--- config.mk ---
export PLATFORM = sky130hd
export DESIGN_NAME = pong_game_ctrl
export DESIGN_NICKNAME = d
export VERILOG_FILES = /design/src/rtl/pong_pkg.sv /design/src/rtl/pong_btn_edge.sv /design/src/rtl/pong_game_ctrl.sv
export SDC_FILE = /design/constraint.sdc
export NUM_CORES = 1
export LEC_CHECK = 0
export ABC_CLOCK_PERIOD_IN_PS = 5700
export CORE_UTILIZATION = 49
export DETAILED_ROUTE_END_ITERATION = 12
export GPL_TIMING_DRIVEN = 0
export PLACE_DENSITY = 0.85
export SLEW_MARGIN = 10
export SYNTH_ARGS = -nofsm -noshare
export SYNTH_HDL_FRONTEND = slang
export SYNTH_SLANG_ARGS = --single-unit
--- constraint.sdc ---
create_clock -name clk -period 5.7 [get_ports clk]
set_clock_uncertainty 0.2 [all_clocks]
set_input_delay 1.14 -clock clk [delete_from_list [all_inputs] [get_ports clk]]
set_output_delay 1.14 -clock clk [all_outputs]
set_load 0.1 [all_outputs]
--- src/rtl/pong_pkg.sv ---
`default_nettype none
// ============================================================================
// pong_pkg : shared types and default geometry for the pong game datapath
// Revision : 1.0
// ============================================================================
package pong_pkg;

  typedef enum logic [2:0] {
    ST_IDLE  = 3'd0,
    ST_SERVE = 3'd1,
    ST_PLAY  = 3'd2,
    ST_MISS  = 3'd3,
    ST_OVER  = 3'd4
  } state_t;

  typedef struct packed {
    logic [3:0] tens;
    logic [3:0] ones;
  } bcd_score_t;

  localparam int unsigned c_MISS_Y      = 464;
  localparam int unsigned c_SERVE_X     = 312;
  localparam int unsigned c_SERVE_Y     = 96;
  localparam int unsigned c_LIVES       = 3;
  localparam int unsigned c_MISS_FRAMES = 60;

endpackage
`default_nettype wire

--- src/rtl/pong_btn_edge.sv ---
`default_nettype none
// ============================================================================
// pong_btn_edge : 2-flop synchronizer with a one-cycle rising-edge pulse
// Revision      : 1.0
// ============================================================================
module pong_btn_edge (
  input  logic clk,
  input  logic rst_n,
  input  logic i_btn,
  output logic o_rise
);

  logic [1:0] r_sync;
  logic       r_prev;

  always_ff @(posedge clk or negedge rst_n) begin
    if (!rst_n) begin
      r_sync <= 2'b00;
      r_prev <= 1'b0;
    end else begin
      r_sync <= {r_sync[0], i_btn};
      r_prev <= r_sync[1];
    end
  end

  assign o_rise = r_sync[1] & ~r_prev;

endmodule
`default_nettype wire

--- src/rtl/pong_game_ctrl.sv ---
`default_nettype none
// ============================================================================
// pong_game_ctrl : match sequencer (idle/serve/play/miss/over), BCD score, lives
// Optional PONG_SPEEDUP_EN : ball_step rises every SPEEDUP_HITS paddle hits
// Revision       : 1.0
// ============================================================================
module pong_game_ctrl
  import pong_pkg::*;
#(
  parameter int unsigned MISS_Y      = c_MISS_Y,
  parameter int unsigned SERVE_X     = c_SERVE_X,
  parameter int unsigned SERVE_Y     = c_SERVE_Y,
  parameter int unsigned LIVES       = c_LIVES,
  parameter int unsigned MISS_FRAMES = c_MISS_FRAMES
`ifdef PONG_SPEEDUP_EN
  ,
  parameter int unsigned SPEEDUP_HITS = 8
`endif
) (
  input  logic       clk,
  input  logic       rst_n,
  input  logic       i_frame_tick,
  input  logic       i_serve_btn,
  input  logic [8:0] i_ball_y,
  input  logic       i_paddle_hit,
  output logic       o_ball_run,
  output logic       o_ball_load,
  output logic [9:0] o_load_x,
  output logic [8:0] o_load_y,
  output logic [1:0] o_ball_step,
  output logic [7:0] o_score,
  output logic [1:0] o_lives,
  output logic       o_game_over,
  output logic [2:0] o_state
);

  localparam logic [8:0] c_MISS_Y9     = 9'(MISS_Y);
  localparam logic [7:0] c_FRAMES_LAST = 8'(MISS_FRAMES - 1);

  function automatic bcd_score_t bcd_inc(input bcd_score_t s);
    bcd_score_t r;
    r = s;
    if (s.tens == 4'd9 && s.ones == 4'd9) begin
      r = s;
    end else if (s.ones == 4'd9) begin
      r.ones = 4'd0;
      r.tens = s.tens + 4'd1;
    end else begin
      r.ones = s.ones + 4'd1;
    end
    return r;
  endfunction

  state_t     r_state;
  state_t     w_state_nxt;
  logic       w_serve;
  logic       w_miss;
  logic       w_start;
  logic       w_load;
  bcd_score_t r_score;
  logic [1:0] r_lives;
  logic [7:0] r_frame_cnt;
  logic       r_ball_run;
  logic       r_ball_load;
  logic       r_game_over;

  pong_btn_edge u_serve_edge (
    .clk    (clk),
    .rst_n  (rst_n),
    .i_btn  (i_serve_btn),
    .o_rise (w_serve)
  );

  assign w_miss = i_frame_tick && (i_ball_y >= c_MISS_Y9);

  always_ff @(posedge clk or negedge rst_n) begin
    if (!rst_n) begin
      r_state <= ST_IDLE;
    end else begin
      r_state <= w_state_nxt;
    end
  end

  always_comb begin
    w_state_nxt = r_state;
    w_start     = 1'b0;
    case (r_state)
      ST_IDLE, ST_OVER: begin
        if (w_serve) begin
          w_state_nxt = ST_SERVE;
          w_start     = 1'b1;
        end
      end
      ST_SERVE: if (w_serve) w_state_nxt = ST_PLAY;
      ST_PLAY:  if (w_miss)  w_state_nxt = ST_MISS;
      ST_MISS: begin
        if (i_frame_tick && r_frame_cnt == c_FRAMES_LAST) begin
          w_state_nxt = (r_lives == 2'd0) ? ST_OVER : ST_SERVE;
        end
      end
      default: w_state_nxt = ST_IDLE;
    endcase
    w_load = (w_state_nxt == ST_SERVE) && (r_state != ST_SERVE);
  end

  // Outputs are registered from the next state so they align with state_o.
  always_ff @(posedge clk or negedge rst_n) begin
    if (!rst_n) begin
      r_ball_run  <= 1'b0;
      r_ball_load <= 1'b0;
      r_game_over <= 1'b0;
      r_score     <= '0;
      r_lives     <= 2'd0;
      r_frame_cnt <= 8'd0;
    end else begin
      r_ball_run  <= (w_state_nxt == ST_PLAY);
      r_ball_load <= w_load;
      r_game_over <= (w_state_nxt == ST_OVER);
      if (w_start) begin
        r_score <= '0;
        r_lives <= 2'(LIVES);
      end else if (r_state == ST_PLAY) begin
        if (i_paddle_hit) r_score <= bcd_inc(r_score);
        if (w_miss)       r_lives <= r_lives - 2'd1;
      end
      if (r_state == ST_PLAY && w_miss) begin
        r_frame_cnt <= 8'd0;
      end else if (r_state == ST_MISS && i_frame_tick) begin
        r_frame_cnt <= r_frame_cnt + 8'd1;
      end
    end
  end

`ifdef PONG_SPEEDUP_EN
  localparam logic [3:0] c_HITS_LAST = 4'(SPEEDUP_HITS - 1);

  logic [3:0] r_hit_cnt;
  logic [1:0] r_ball_step;

  always_ff @(posedge clk or negedge rst_n) begin
    if (!rst_n) begin
      r_hit_cnt   <= 4'd0;
      r_ball_step <= 2'd1;
    end else if (w_load) begin
      r_hit_cnt   <= 4'd0;
      r_ball_step <= 2'd1;
    end else if (r_state == ST_PLAY && i_paddle_hit) begin
      if (r_hit_cnt == c_HITS_LAST) begin
        r_hit_cnt <= 4'd0;
        if (r_ball_step != 2'd3) r_ball_step <= r_ball_step + 2'd1;
      end else begin
        r_hit_cnt <= r_hit_cnt + 4'd1;
      end
    end
  end

  assign o_ball_step = r_ball_step;
`else
  assign o_ball_step = 2'd1;
`endif

  assign o_ball_run  = r_ball_run;
  assign o_ball_load = r_ball_load;
  assign o_load_x    = 10'(SERVE_X);
  assign o_load_y    = 9'(SERVE_Y);
  assign o_score     = r_score;
  assign o_lives     = r_lives;
  assign o_game_over = r_game_over;
  assign o_state     = r_state;

endmodule
`default_nettype wire

==> results.toml, run 1 <==
[outcome]
status = "finished clean"

[routing]
totalWireLength_um = 2610
routed_via_density = 4.65
routedWlPerCell_um = 10.4
drc = 0
dr.pass1.iters = 4
drtIter0Drc = 30
ant_nets = 0
vias = 1167

[critical_path]
worstSetupPathType = "flip-flop to primary output"
path_cells = "clkdlybuf4s50_1"
cp.required_ns = 4.36
crit_fanout = 10
slowest_delay_ns = 1.19
end_kind = "primary output"
critical-path-slowest-cell = "clkdlybuf4s50_1"
crit_buf_inv = 1
worst-endpoint-arrival_ns = 2.04
setup.worst_path.start_class = "flip-flop"
critPathTopFamily = "buffers and inverters"

[timing]
final_hold_viol_count = 0
relSlewSlack_pct = 35.5
fin_crit_ns = 3.38
finalCritPeriodShare_pct = 59.3
setup_violations = 0
fin_tns_setup_ns = 0
slew_violations = 0
rsz0062_at_grt = "false"
worstMarginPinSlew_ns = 0.964
clock.fmax_ghz = 0.296
whs_ns = 0.167

[min_path]
hp-class = "flip-flop to flip-flop"

[pwr]
vdd_drop_max_v = 0.000279
powerDensity_nw_per_um2 = 454
leakage_uw = 0.000949

[global_route]
grt.overflow.total = 0
track_usage_pct = 16.8
grt_max_degree = 28
grt_pass1_vias = 1039
antenna_found_initial = 0
grt_pass1_wl_um = 4440

[clocking]
post_cts_resized = 0
h-tree-depth = 1
hold_buffers = 0
cts_sinks = 27
cts_tree = "yes"
clock_path_buffers = 2
cts_setup_buffers = 0
clk_pin_slew_ns = 0.15
insertion_delay_ns = 0.33
cts_made_buffers = 3
root_buffer = "clkbuf_4"

[placed_design]
dp_cells = 247
post-dp-hpwl_um = 1970
io_buffers = 25
gp_congestion = 0.803

[logic_synthesis]
syn_area_um2 = 1550
ys_seq_area_share_pct = 43.6
ys.warnings.count = 0
synth_top_area_cell = "dfrtp_1"
synthCells = 159
ys_ff_latch = 27
yosysTopAreaCellShare_pct = 43.6
synthDistinctLibCells = 43
synth.area.top_cells = "dfrtp_1 (44%), buf_4 (11%), ha_1 (4.8%)"
syn_area_per_cell_um2 = 9.74

[floorplanning]
die_y_um = 58.2
die_x_um = 58.2
die-area_um2 = 3390
core-area_um2 = 3030
io_pins = 51
initial_core_util_pct = 51.2
rows = 20

[run]
max-cap-violations = 0

[finish]
area_growth_pct = 25.9
fill_cells = 265
antennaDiodeCount = 0
stdcell_count = 251
drive_above_1_share_pct = 18.4
mostFrequentLayoutCells = "dfrtp_1 (27), clkdlybuf4s50_1 (24), buf_4 (22)"
nNetsFinal = 228
final_common_cell = "dfrtp_1"
[final cells by class]
type / instances / area, um2 / share of cell area (%)
well taps: 44 / 55.1 / 2.82
inverters: 11 / 41.3 / 2.12
clock inverters: 1 / 7.51 / 0.385
clock buffers: 3 / 22.5 / 1.15
multi-input cells: 116 / 722 / 37.0
plain buffers: 24 / 181 / 9.30
flip-flops and latches: 27 / 676 / 34.6
repair buffers: 25 / 245 / 12.6
[cell usage after synthesis, drive strengths merged]
cell type  count
dfrtp         27
buf           24
inv           11
nor2          11
nand2         10
a21oi          8
ha             6
nor3           5
xnor2          5
nand3          4
nand3b         4
o21ai          4
xor2           4
or2            3
a31oi          2
and3           2
conb           2
mux2i          2
nand4          2
nor3b          2
nor4           2
or2b           2
or3            2
a211o          1
a21o           1
a221o          1
a2bb2oi        1
a41oi          1
and2           1
and3b          1
and4           1
and4bb         1
nand2b         1
nand4b         1
nand4bb        1
o211a          1
o311a          1
or4            1
[final timing paths]
| check | from | endpoint | slack [ns] | depth (start not counted) |
|---|---|---|---|---|
| worst max register to register | r_frame_cnt[0] | o_ball_load | 3.74 | 5 |
| worst max-delay path | o_state[2] | o_state[2] | 2.32 | 1 |
| worst min-delay path | u_serve_edge.r_sync[0] | u_serve_edge.r_sync[1] | 0.17 | 0 |
| worst min register to register | u_serve_edge.r_sync[0] | u_serve_edge.r_sync[1] | 0.17 | 0 |
| max in group asynchronous | rst_n | o_state[1] | 4.34 | 1 |
| min in group asynchronous | rst_n | o_score[7] | 0.58 | 1 |
[per-stage QoR]
stage / worst slack (ns) / utilization [%] / cell area [um2] / power (uW)
after global placement: 2.60 / 63.6 / 1930 / 794
after detailed placement: 2.60 / 63.6 / 1930 / 805
final: 2.32 / 64.4 / 1950 / 885
after floorplan: 3.25 / - / 1620 / 697
after global routing: 2.24 / 64.4 / 1950 / 937
after CTS: 2.31 / 64.6 / 1960 / 891
[sequential cells by signal, indices dropped and copies added, names as in the netlist]
signal and flops:
o_state 3, r_frame_cnt 8, o_ball_run 1, u_serve_edge.r_sync 2
o_ball_load 1, o_score 8, u_serve_edge.r_prev 1, o_lives 2
o_game_over 1
[metal layers]
| metal | share of wire (%) | wire length (um) | global-route usage [%] |
|---|---|---|---|
| met1 | 48 | 1250 | 22.0 |
| met2 | 47 | 1230 | 29.1 |
| met3 | 3.3 | 86 | 1.56 |
| met4 | 1.8 | 46 | 6.46 |
| met5 | 0 | 0 | 0 |
[kinds of logic (layout without fill, tap and decap cells)]
kind of cell | after synthesis | in the layout | share of synthesized area [%]
AO/OA/AOI/OAI | 21 | 21 | 8.81
XOR/XNOR | 9 | 9 | 5.09
adder cells (fa/ha/maj) | 6 | 6 | 4.85
buffers and inverters | 35 | 64 | 14.4
flip-flops | 27 | 27 | 43.6
multiplexers | 2 | 2 | 1.29
other | 2 | 21 | 0.485
AND/OR/NAND/NOR | 57 | 57 | 21.5
[power by group]
part	internal, uW	switching, uW
clock network	26.9	58.6
logic	134	374
registers	237	53.5
No activity file was read; power rests on OpenSTA's default activity.
==> inputs of run 2 (changes only) <==
Settings changed: ABC_CLOCK_PERIOD_IN_PS 5700 to 3200, CORE_UTILIZATION 49 to 45, PLACE_DENSITY 0.85 to 0.79.
Clock period 5.7 ns to 3.2 ns, I/O delays scaled along.
==> run 2 against run 1 <==
Effect of this change:
- combinational power is 80% higher
- count of clock-buffer cells in the layout stayed put
- first-iteration DRC count rose by 10%
- critical path depth is the same
- largest power group unchanged
- hold slack got worse by 0.069 ns
- setup slack lost 2.0 ns
- die area is 8.6% higher
==> results.toml, run 2 (synthesis results as in run 1) <==
[timing]
slew_violations = 0
finalCritPeriodShare_pct = 89.9
fin_crit_ns = 2.88
rsz0062_at_grt = "false"
setup_violations = 0
fin_tns_setup_ns = 0
clock.fmax_ghz = 0.348
worstMarginPinSlew_ns = 0.983
relSlewSlack_pct = 34.3
final_hold_viol_count = 0

[routing]
routedWlPerCell_um = 11.1
vias = 1171
drc = 0
drtIter0Drc = 33
dr.pass1.iters = 4
totalWireLength_um = 2800
ant_nets = 0
routed_via_density = 4.67

[clocking]
cts_tree = "yes"
root_buffer = "clkbuf_4"
cts_made_buffers = 3
cts_setup_buffers = 0
clock_path_buffers = 2
post_cts_resized = 0
hold_buffers = 0
cts_sinks = 27
insertion_delay_ns = 0.32
h-tree-depth = 1
clk_pin_slew_ns = 0.15

[placed_design]
post-dp-hpwl_um = 2110
gp_congestion = 0.839
io_buffers = 25
dpl-instance-area_um2 = 1930

[global_route]
grt_pass1_wl_um = 4310
track_usage_pct = 16.0
grt_max_degree = 28
grt_pass1_vias = 1057
grt.overflow.total = 0
antenna_found_initial = 0

[floorplanning]
die_y_um = 60.7
initial_core_util_pct = 49.1
io_pins = 51
die_x_um = 60.7
die-area_um2 = 3680
core-area_um2 = 3150
rows = 20

[critical_path]
cp.depth = 1
worstSetupPathType = "flip-flop to primary output"
rr_worst_depth = 5
end_kind = "primary output"
critPathTopFamily = "buffers and inverters"
setup.worst_path.start_class = "flip-flop"
crit_buf_inv = 1
worst-endpoint-arrival_ns = 2.04
crit_fanout = 10
cp.required_ns = 2.36
critical-path-slowest-cell = "clkdlybuf4s50_1"
slowest_delay_ns = 1.19
path_cells = "clkdlybuf4s50_1"

[pwr]
sw_frac_of_total_pct = 55.1
leakage_uw = 0.000949
pwr-share-clk_pct = 9.5
power_frac_seq_pct = 32.7
powerDensity_nw_per_um2 = 812
intPower_uw = 711
vdd_drop_max_v = 0.000770
p_sw_uw = 872
pwr-share-comb_pct = 57.8
power_uw = 1580

[finish]
seqCellArea_um2 = 676
drive_above_1_share_pct = 18.4
area_growth_pct = 25.9
mostFrequentLayoutCells = "dfrtp_1 (27), clkdlybuf4s50_1 (24), buf_4 (22)"
multi_input_area_um2 = 722
antennaDiodeCount = 0
fill_cells = 293
final_common_cell = "dfrtp_1"
fin_area_um2 = 1950
nNetsFinal = 228

[min_path]
hp-class = "input port to async pin"

[outcome]
status = "finished clean"

[run]
max-cap-violations = 0
[run 2: power by group through the flow]
| stage | Clock (uW) | Combinational (uW) | Sequential (uW) |
|---|---|---|---|
| 2_1_floorplan | 0 | 343 | 899 |
| 3_3_place_gp | 0 | 895 | 516 |
| 3_5_place_dp | 0 | 917 | 524 |
| 4_1_cts | 155 | 918 | 517 |
| 5_1_grt | 172 | 960 | 531 |
| 6_report | 150 | 915 | 518 |
[run 2: metrics by stage]
step / setup WS, ns / cells / hold slack, ns / util [%]
finish: 0.322 / 251 / 0.0981 / 61.9
global placement: 0.603 / 247 / 0.133 / 61.1
CTS: 0.301 / 251 / 0.174 / 62.0
detailed placement: 0.614 / 247 / 0.140 / 61.1
global route: 0.251 / 251 / 0.126 / 61.9
floorplan: 0.866 / 178 / 0.131 / -
[run 2: layer usage]
| layer | vias up | GRT usage, % | wire, um |
|---|---|---|---|
| met5 | - | 0 | 0 |
| met3 | 2 | 1.28 | 100 |
| li1 | 596 | - | - |
| met2 | 31 | 29.2 | 1430 |
| met4 | 0 | 8.12 | 34 |
| met1 | 542 | 18.8 | 1240 |
[run 2: area by class of cell]
cell class                 instances  share of cell area (%)
timing repair buffer              25                    12.6
clock inverter                     1                   0.385
sequential                        27                    34.6
buffer                            24                    9.30
tap                               44                    2.82
inverter                          11                    2.12
clock buffer                       3                    1.15
multi-input combinational        116                    37.0
[run 2: final timing paths]
path,start,end,slack [ns]
max,o_state[2],o_state[2],0.32
min,rst_n,r_frame_cnt[3],0.1
max reg2reg,r_frame_cnt[1],o_ball_load,1.23
min reg2reg,u_serve_edge.r_sync[0],u_serve_edge.r_sync[1],0.17
max in group asynchronous,rst_n,r_frame_cnt[0],2.31
min in group clk,u_serve_edge.r_sync[0],u_serve_edge.r_sync[1],0.17
